==> config.mk <==
export PLATFORM = sky130hd
export DESIGN_NAME = mult_div_unit_flat
export DESIGN_NICKNAME = d
export VERILOG_FILES = /design/src/rtl/mult_div_unit_if.sv /design/src/rtl/mult_div_unit.sv /design/src/flat_wrapper.sv
export SDC_FILE = /design/constraint.sdc
export NUM_CORES = 1
export LEC_CHECK = 0
export CAP_MARGIN = 10
export CORE_AREA = 2 2 248 250
export DETAILED_ROUTE_END_ITERATION = 16
export DIE_AREA = 0 0 250 252
export SLEW_MARGIN = 25
export SYNTH_ARGS = -nofsm -noshare
export SYNTH_HDL_FRONTEND = slang
export SYNTH_SLANG_ARGS = --single-unit
==> constraint.sdc <==
create_clock -name clk -period 8.86 [get_ports clk]
set_input_delay 1.329 -clock clk [delete_from_list [all_inputs] [get_ports clk]]
set_output_delay 1.329 -clock clk [all_outputs]
set_load 0.02 [all_outputs]
==> src/rtl/mult_div_unit_if.sv <==
// mult_div_unit_if
//   Bundles the request, status and HI/LO signals of the multiply/divide unit.
//   master : pipeline side, drives operation requests and MTHI/MTLO writes
//   slave  : the mult_div_unit itself
// Signals
//   start      begin an operation (accepted only while idle)
//   op[1:0]    00 MULT, 01 MULTU, 10 DIV, 11 DIVU
//   a, b       rs / rt operands
//   wrhi/wrlo  MTHI / MTLO write strobes, data on wdat
//   busy       operation in flight
//   done       one-cycle pulse when HI/LO hold a fresh result
//   dz         divide-by-zero flag, valid with done
//   hi, lo     architectural HI / LO registers
interface mult_div_unit_if #(parameter int SIZE = 32);
  logic            start;
  logic [1:0]      op;
  logic [SIZE-1:0] a;
  logic [SIZE-1:0] b;
  logic            wrhi;
  logic            wrlo;
  logic [SIZE-1:0] wdat;
  logic            busy;
  logic            done;
  logic            dz;
  logic [SIZE-1:0] hi;
  logic [SIZE-1:0] lo;

  modport master (
    output start, op, a, b, wrhi, wrlo, wdat,
    input  busy, done, dz, hi, lo
  );

  modport slave (
    input  start, op, a, b, wrhi, wrlo, wdat,
    output busy, done, dz, hi, lo
  );
endinterface

==> src/rtl/mult_div_unit.sv <==
// mult_div_unit
//   Multi-cycle MULT/MULTU/DIV/DIVU engine running beside the ALU. Owns HI/LO,
//   serves MTHI/MTLO writes, and produces one result bit per cycle using
//   shift-add multiply and restoring divide on unsigned magnitudes, with the
//   sign fixed up in a final cycle.
// Ports
//   clk  in  clock, rising edge
//   rst  in  synchronous active-high reset; aborts any operation in flight
//   bus  mult_div_unit_if.slave (start/op/a/b/wrhi/wrlo/wdat in,
//        busy/done/dz/hi/lo out)
module mult_div_unit #(
  parameter int SIZE = 32
) (
  input  logic              clk,
  input  logic              rst,
  mult_div_unit_if.slave    bus
);

  localparam int CW = $clog2(SIZE);

  typedef enum logic [1:0] {IDLE, RUN, FIX} state_t;

  state_t state, state_next;

  logic [CW-1:0]   cnt;
  logic            is_div;
  logic            sign_a;
  logic            sign_b;
  // acc: multiply accumulator / divide partial remainder
  // mplier: multiplier (low product half) / dividend shifting into quotient
  // mcand: multiplicand / divisor
  logic [SIZE-1:0] acc;
  logic [SIZE-1:0] mplier;
  logic [SIZE-1:0] mcand;
  logic [SIZE-1:0] hi_q;
  logic [SIZE-1:0] lo_q;
  logic            done_q;
  logic            dz_q;

  // Operand sign and magnitude; only signed ops (op[0]==0) strip the sign.
  logic            signed_op;
  logic            a_neg;
  logic            b_neg;
  logic [SIZE-1:0] a_mag;
  logic [SIZE-1:0] b_mag;

  assign signed_op = ~bus.op[0];
  assign a_neg     = signed_op & bus.a[SIZE-1];
  assign b_neg     = signed_op & bus.b[SIZE-1];
  assign a_mag     = a_neg ? (SIZE'(0) - bus.a) : bus.a;
  assign b_mag     = b_neg ? (SIZE'(0) - bus.b) : bus.b;

  // Multiply step: the add is one bit wider so its carry shifts back into acc.
  logic [SIZE:0]   mul_sum;
  assign mul_sum = {1'b0, acc} + (mplier[0] ? {1'b0, mcand} : {(SIZE+1){1'b0}});

  // Restoring divide step on the shifted partial remainder.
  logic [SIZE:0]   div_trial;
  logic            div_ge;
  logic [SIZE-1:0] rem_next;
  assign div_trial = {acc, mplier[SIZE-1]};
  assign div_ge    = div_trial >= {1'b0, mcand};
  assign rem_next  = div_ge ? SIZE'(div_trial - {1'b0, mcand}) : div_trial[SIZE-1:0];

  // Sign fix-up applied in FIX. With a zero divisor every step subtracts
  // nothing, so the remainder ends equal to |A| and rem_fix restores A itself.
  logic [2*SIZE-1:0] product;
  logic [2*SIZE-1:0] prod_fix;
  logic [SIZE-1:0]   quot_fix;
  logic [SIZE-1:0]   rem_fix;
  logic              div_zero;
  assign product  = {acc, mplier};
  assign prod_fix = (sign_a ^ sign_b) ? ((2*SIZE)'(0) - product) : product;
  assign quot_fix = (sign_a ^ sign_b) ? (SIZE'(0) - mplier) : mplier;
  assign rem_fix  = sign_a ? (SIZE'(0) - acc) : acc;
  assign div_zero = (mcand == '0);

  // State register.
  always_ff @(posedge clk) begin
    if (rst) state <= IDLE;
    else     state <= state_next;
  end

  // Next-state: IDLE -> RUN for SIZE cycles -> FIX for one cycle -> IDLE.
  always_comb begin
    state_next = state;
    case (state)
      IDLE:    if (bus.start) state_next = RUN;
      RUN:     if (cnt == '0) state_next = FIX;
      FIX:     state_next = IDLE;
      default: state_next = IDLE;
    endcase
  end

  // Outputs.
  always_comb begin
    bus.busy = (state != IDLE);
    bus.done = done_q;
    bus.dz   = dz_q;
    bus.hi   = hi_q;
    bus.lo   = lo_q;
  end

  // Datapath: operand capture, iteration, result write-back and HI/LO writes.
  // HI/LO writes are only honoured when idle and no start is present.
  always_ff @(posedge clk) begin
    if (rst) begin
      cnt    <= '0;
      is_div <= 1'b0;
      sign_a <= 1'b0;
      sign_b <= 1'b0;
      acc    <= '0;
      mplier <= '0;
      mcand  <= '0;
      hi_q   <= '0;
      lo_q   <= '0;
      done_q <= 1'b0;
      dz_q   <= 1'b0;
    end else begin
      done_q <= 1'b0;
      dz_q   <= 1'b0;
      case (state)
        IDLE: begin
          if (bus.start) begin
            is_div <= bus.op[1];
            sign_a <= a_neg;
            sign_b <= b_neg;
            acc    <= '0;
            cnt    <= CW'(SIZE - 1);
            if (bus.op[1]) begin
              mplier <= a_mag;
              mcand  <= b_mag;
            end else begin
              mplier <= b_mag;
              mcand  <= a_mag;
            end
          end else begin
            if (bus.wrhi) hi_q <= bus.wdat;
            if (bus.wrlo) lo_q <= bus.wdat;
          end
        end
        RUN: begin
          cnt <= cnt - 1'b1;
          if (is_div) begin
            acc    <= rem_next;
            mplier <= {mplier[SIZE-2:0], div_ge};
          end else begin
            acc    <= mul_sum[SIZE:1];
            mplier <= {mul_sum[0], mplier[SIZE-1:1]};
          end
        end
        FIX: begin
          done_q <= 1'b1;
          if (is_div) begin
            dz_q <= div_zero;
            hi_q <= rem_fix;
            lo_q <= div_zero ? '1 : quot_fix;
          end else begin
            {hi_q, lo_q} <= prod_fix;
          end
        end
        default: ;
      endcase
    end
  end

endmodule

==> src/flat_wrapper.sv <==
// flat-port wrapper written by rule: the top's interface ports become plain ports
module mult_div_unit_flat 
#(
  parameter int SIZE = 32
)
  (clk, rst, bus_start, bus_op, bus_a, bus_b, bus_wrhi, bus_wrlo, bus_wdat, bus_busy, bus_done, bus_dz, bus_hi, bus_lo);
  mult_div_unit_if #(.SIZE(SIZE)) bus_i ();
  input  logic clk;
  input  logic rst;
  input wire logic [$bits(bus_i.start)-1:0] bus_start;
  input wire logic [$bits(bus_i.op)-1:0] bus_op;
  input wire logic [$bits(bus_i.a)-1:0] bus_a;
  input wire logic [$bits(bus_i.b)-1:0] bus_b;
  input wire logic [$bits(bus_i.wrhi)-1:0] bus_wrhi;
  input wire logic [$bits(bus_i.wrlo)-1:0] bus_wrlo;
  input wire logic [$bits(bus_i.wdat)-1:0] bus_wdat;
  output wire logic [$bits(bus_i.busy)-1:0] bus_busy;
  output wire logic [$bits(bus_i.done)-1:0] bus_done;
  output wire logic [$bits(bus_i.dz)-1:0] bus_dz;
  output wire logic [$bits(bus_i.hi)-1:0] bus_hi;
  output wire logic [$bits(bus_i.lo)-1:0] bus_lo;
  assign bus_i.start = bus_start;
  assign bus_i.op = bus_op;
  assign bus_i.a = bus_a;
  assign bus_i.b = bus_b;
  assign bus_i.wrhi = bus_wrhi;
  assign bus_i.wrlo = bus_wrlo;
  assign bus_i.wdat = bus_wdat;
  assign bus_busy = bus_i.busy;
  assign bus_done = bus_i.done;
  assign bus_dz = bus_i.dz;
  assign bus_hi = bus_i.hi;
  assign bus_lo = bus_i.lo;
  mult_div_unit #(.SIZE(SIZE)) u_core (.clk(clk), .rst(rst), .bus(bus_i));
endmodule
==> key figures <==
Outcome
  – Status: finished, final reports clean

Detailed routing
  – Vias/cell: about 5.5
  – DR iter-0 viols: between 1.5k and 2k
  – Drt pass-1 iters: 5
  – Via count: roughly 16k
  – Drc violations: 0
  – Routed len/inst: roughly 21 um
  – Final antenna-violating net count: 0
  – WL final: approximately 60 mm

Place
  – Routability cong.: 0.945
  – IO buf count: approximately 170
  – Place WS: 4490 ps
  – HPWL after DPL: approximately 47 mm

Die
  – Die Span Y: ~250 um
  – Core Box Area: 60,100 um^2
  – Row cnt: 90
  – Die W: around 250 um
  – Die Footprint: roughly 63,000 um^2
  – Io pins: between 150 and 200
  – Initial Util: 0.249

Timing
  – FMAX: 245 MHz
  – Period minus WS final: approximately 4100 ps
  – Worst slew margin: 0.277
  – Setup Skew: 14.0 ps
  – Setup TNS Final: 0 ps
  – Final Setup Violations: 0
  – RSZ-0062 raised after global routing: no
  – PnR worst setup slack: ~4800 ps
  – Final Cycle Share: 0.460
  – Worst-Margin Slew: ~1100 ps
  – Hold Fails Final Rpt: 0
  – Worst Hold Slack: 453 ps
  – Pins Over Slew Limit: 0

Synth
  – Area of the mapped netlist: 14,900 um^2
  – Average instance area after synthesis: roughly 7.3 um^2
  – Part of the Yosys area used for sequential elements: 0.230
  – Mapped Nets: 2,213
  – Leading area contributor after synthesis: dfxtp_1
  – Post-synth EDFFs: 0
  – #FFs+latches synth: between 150 and 200
  – Warning count from the yosys run: 0
  – Commonest register cell after synthesis: dfxtp_1
  – Synth area leaders: dfxtp_1, a21oi_1, nor2_1
  – Share of the synthesized area in the top cell type: 0.230
  – Mapped Cells: ~2.0k
  – Async S/R FF share, synth: 0
  – Post-synth cell types: a little under 80

Critical path
  – Slowest CP cell: o21a_1
  – Worst setup SP type: flop
  – Crit path capture type: flop
  – R2R Path End: u_core.mplier[0]$_SDFFE_PP0P_
  – Buf+Inv Stages, Crit Path: 1
  – Crit-path max cell delay: 680 ps
  – Delay-heaviest family, CP: compound AO/OA/AOI/OAI gates
  – R2R depth: 11
  – Reg2reg start: u_core.acc[0]$_SDFFE_PP0P_
  – Critical Path AT: 4390 ps
  – Crit path kind: reg -> reg
  – CP Cell Sequence: ha_1 -> nor2b_1 -> o31ai_1 -> a211oi_1 -> o21ai_0 -> and3_1 -> o21a_1 -> buf_4 -> nand2_1 -> o211ai_1 -> a21oi_1
  – Critical-path maximum fanout: 21
  – CP Data Required Time: 9170 ps
  – Flop2flop setup slack: ~4800 ps

Power and ir drop
  – Pleak: 0.00673 uW
  – Worst VDD drop: between 0.1 and 0.15 mV
  – Pwr dens: roughly 150 nW/um^2

Clocking
  – CTS clk-pin slew, worst paths: ~80 ps
  – Clk_lat worst skew: about 460 ps
  – # Post-CTS Setup Buffers: 0
  – PostCTS Resize Cnt: 0
  – CTS H-tree depth: 4
  – Root Buffer: clkbuf_16
  – TritonCTS clock tree: built
  – Clock tree buffer depth: 2
  – Sink Count: about 170
  – CTS buffer count: 17
  – # hold bufs at CTS: 0

Cells and area
  – Layout net count: 2,269
  – Fillcell total: ~6.5k
  – Final core utilization: 0.298
  – Area Overhead vs Synth: 19.8%
  – Commonest non-fill, non-tap cell in the layout: nor2_1
  – Most frequent cells in the layout: nor2_1, a21oi_1, dfxtp_1
  – Layout cell share with drive strength beyond 1: 0.0441
  – # diodes: 0

Run
  – Maxcap violations: 0

GRT
  – Pin count of the biggest net entering global routing: 93
  – Via count of the first global-routing pass: about 15k
  – Initial antenna violation count: 2
  – First-pass GRT wire length: between 90 and 100 mm
  – Global-route usage over all layers: 0.184
  – Overflow after GRT: 0

Min path
  – Hold WC Path Type: reg -> reg
  – Hold Startpoint: u_core.mcand[15]$_SDFFE_PP0P_
  – Hold endpoint: u_core.mcand[15]$_SDFFE_PP0P_
  – Hold depth: 2
## per-layer routing
metal | GRT usage | wire length [um] | share of wire | vias to the layer above
li1 | - | - | - | 7538
met1 | 0.251 | 26600 | 0.44 | 7645
met2 | 0.297 | 27400 | 0.46 | 630
met3 | 0.0297 | 4510 | 0.075 | 88
met4 | 0.0554 | 1630 | 0.027 | 0
met5 | 0 | 0 | 0 | -
## worst register-to-register path, delay by kind of cell, from the launching register on
family / cells / cell delay, ps
flops: 1 / 510
simple gates: 3 / 580
buf+inv: 1 / 380
fa+ha+maj: 1 / 310
compound gates: 6 / 2130
## worst max-delay path by stage
stage                                           endpoint  slack (ps)                  startpoint  cells after the start
after floorplan           u_core.mplier[29]$_SDFFE_PP0P_        5380                    bus_b[4]                      9
after global placement    u_core.mplier[19]$_SDFFE_PP0P_        4510                    bus_b[2]                     10
after detailed placement  u_core.mplier[29]$_SDFFE_PP0P_        4490                    bus_b[2]                     10
after CTS                  u_core.mplier[0]$_SDFFE_PP0P_        4820  u_core.acc[0]$_SDFFE_PP0P_                     11
after global routing       u_core.mplier[0]$_SDFFE_PP0P_        4510  u_core.acc[0]$_SDFFE_PP0P_                     11
final                      u_core.mplier[0]$_SDFFE_PP0P_        4780  u_core.acc[0]$_SDFFE_PP0P_                     11
## cell type report
| type | instances | area, um^2 | share of cell area |
|---|---|---|---|
| inverters | 72 | 270 | 0.0151 |
| clock buffers | 18 | 429 | 0.0240 |
| repair buffers | 188 | 1830 | 0.102 |
| well taps | 782 | 978 | 0.0546 |
| flip-flops and latches | 172 | 3440 | 0.192 |
| clock inverters | 14 | 251 | 0.0140 |
| multi-input cells | 1643 | 10700 | 0.598 |
## state kept, by name, summed over array words and instances (netlist names)
| name | flops |
|---|---|
| u_core.acc | 32 |
| u_core.bus.done | 1 |
| u_core.bus.dz | 1 |
| u_core.bus.hi | 32 |
| u_core.bus.lo | 32 |
| u_core.cnt | 5 |
| u_core.is_div | 1 |
| u_core.mcand | 32 |
| u_core.mplier | 32 |
| u_core.sign_a | 1 |
| u_core.sign_b | 1 |
| u_core.state | 2 |
## cells by family after synthesis
family / after synthesis / share of synthesized area
XOR/XNOR: 161 / 0.0943
AO/OA/AOI/OAI: 651 / 0.282
flip-flops: 172 / 0.230
adder cells (fa/ha/maj): 72 / 0.0613
buffers and inverters: 223 / 0.0563
AND/OR/NAND/NOR: 672 / 0.217
multiplexers: 87 / 0.0583
## synthesized netlist by cell type (18+ instances only)
library cell,n
o21ai_0,99
nand4_1,19
nor2b_1,26
and3_1,18
nand2_1,165
a21o_1,35
xor2_1,83
o221ai_1,39
dfxtp_1,172
nand2b_1,19
nor2_1,239
a31oi_1,35
mux2i_1,86
nor4_1,26
xnor2_1,78
o211ai_1,39
or3_1,22
ha_1,70
nand3_1,23
a21oi_1,210
a211oi_1,62
clkbuf_1,136
inv_1,71
nor3_1,47
## through the flow
step | total power, uW | cell area [um^2] | instances
5_1_grt | 2780 | 17900 | 2889
4_1_cts | 2660 | 17900 | 2889
6_report | 2660 | 17900 | 2889
3_3_place_gp | 1760 | 17200 | 2857
3_5_place_dp | 1770 | 17200 | 2857
2_1_floorplan | 1450 | 14900 | 2038
## power breakdown
| group | internal [uW] | leakage [uW] | total, uW | switching, uW |
|---|---|---|---|---|
| clock network | 536 | 0.000328 | 899 | 363 |
| logic | 332 | 0.00499 | 862 | 530 |
| registers | 828 | 0.00141 | 904 | 75.9 |
(Power assumes the default switching activity.)
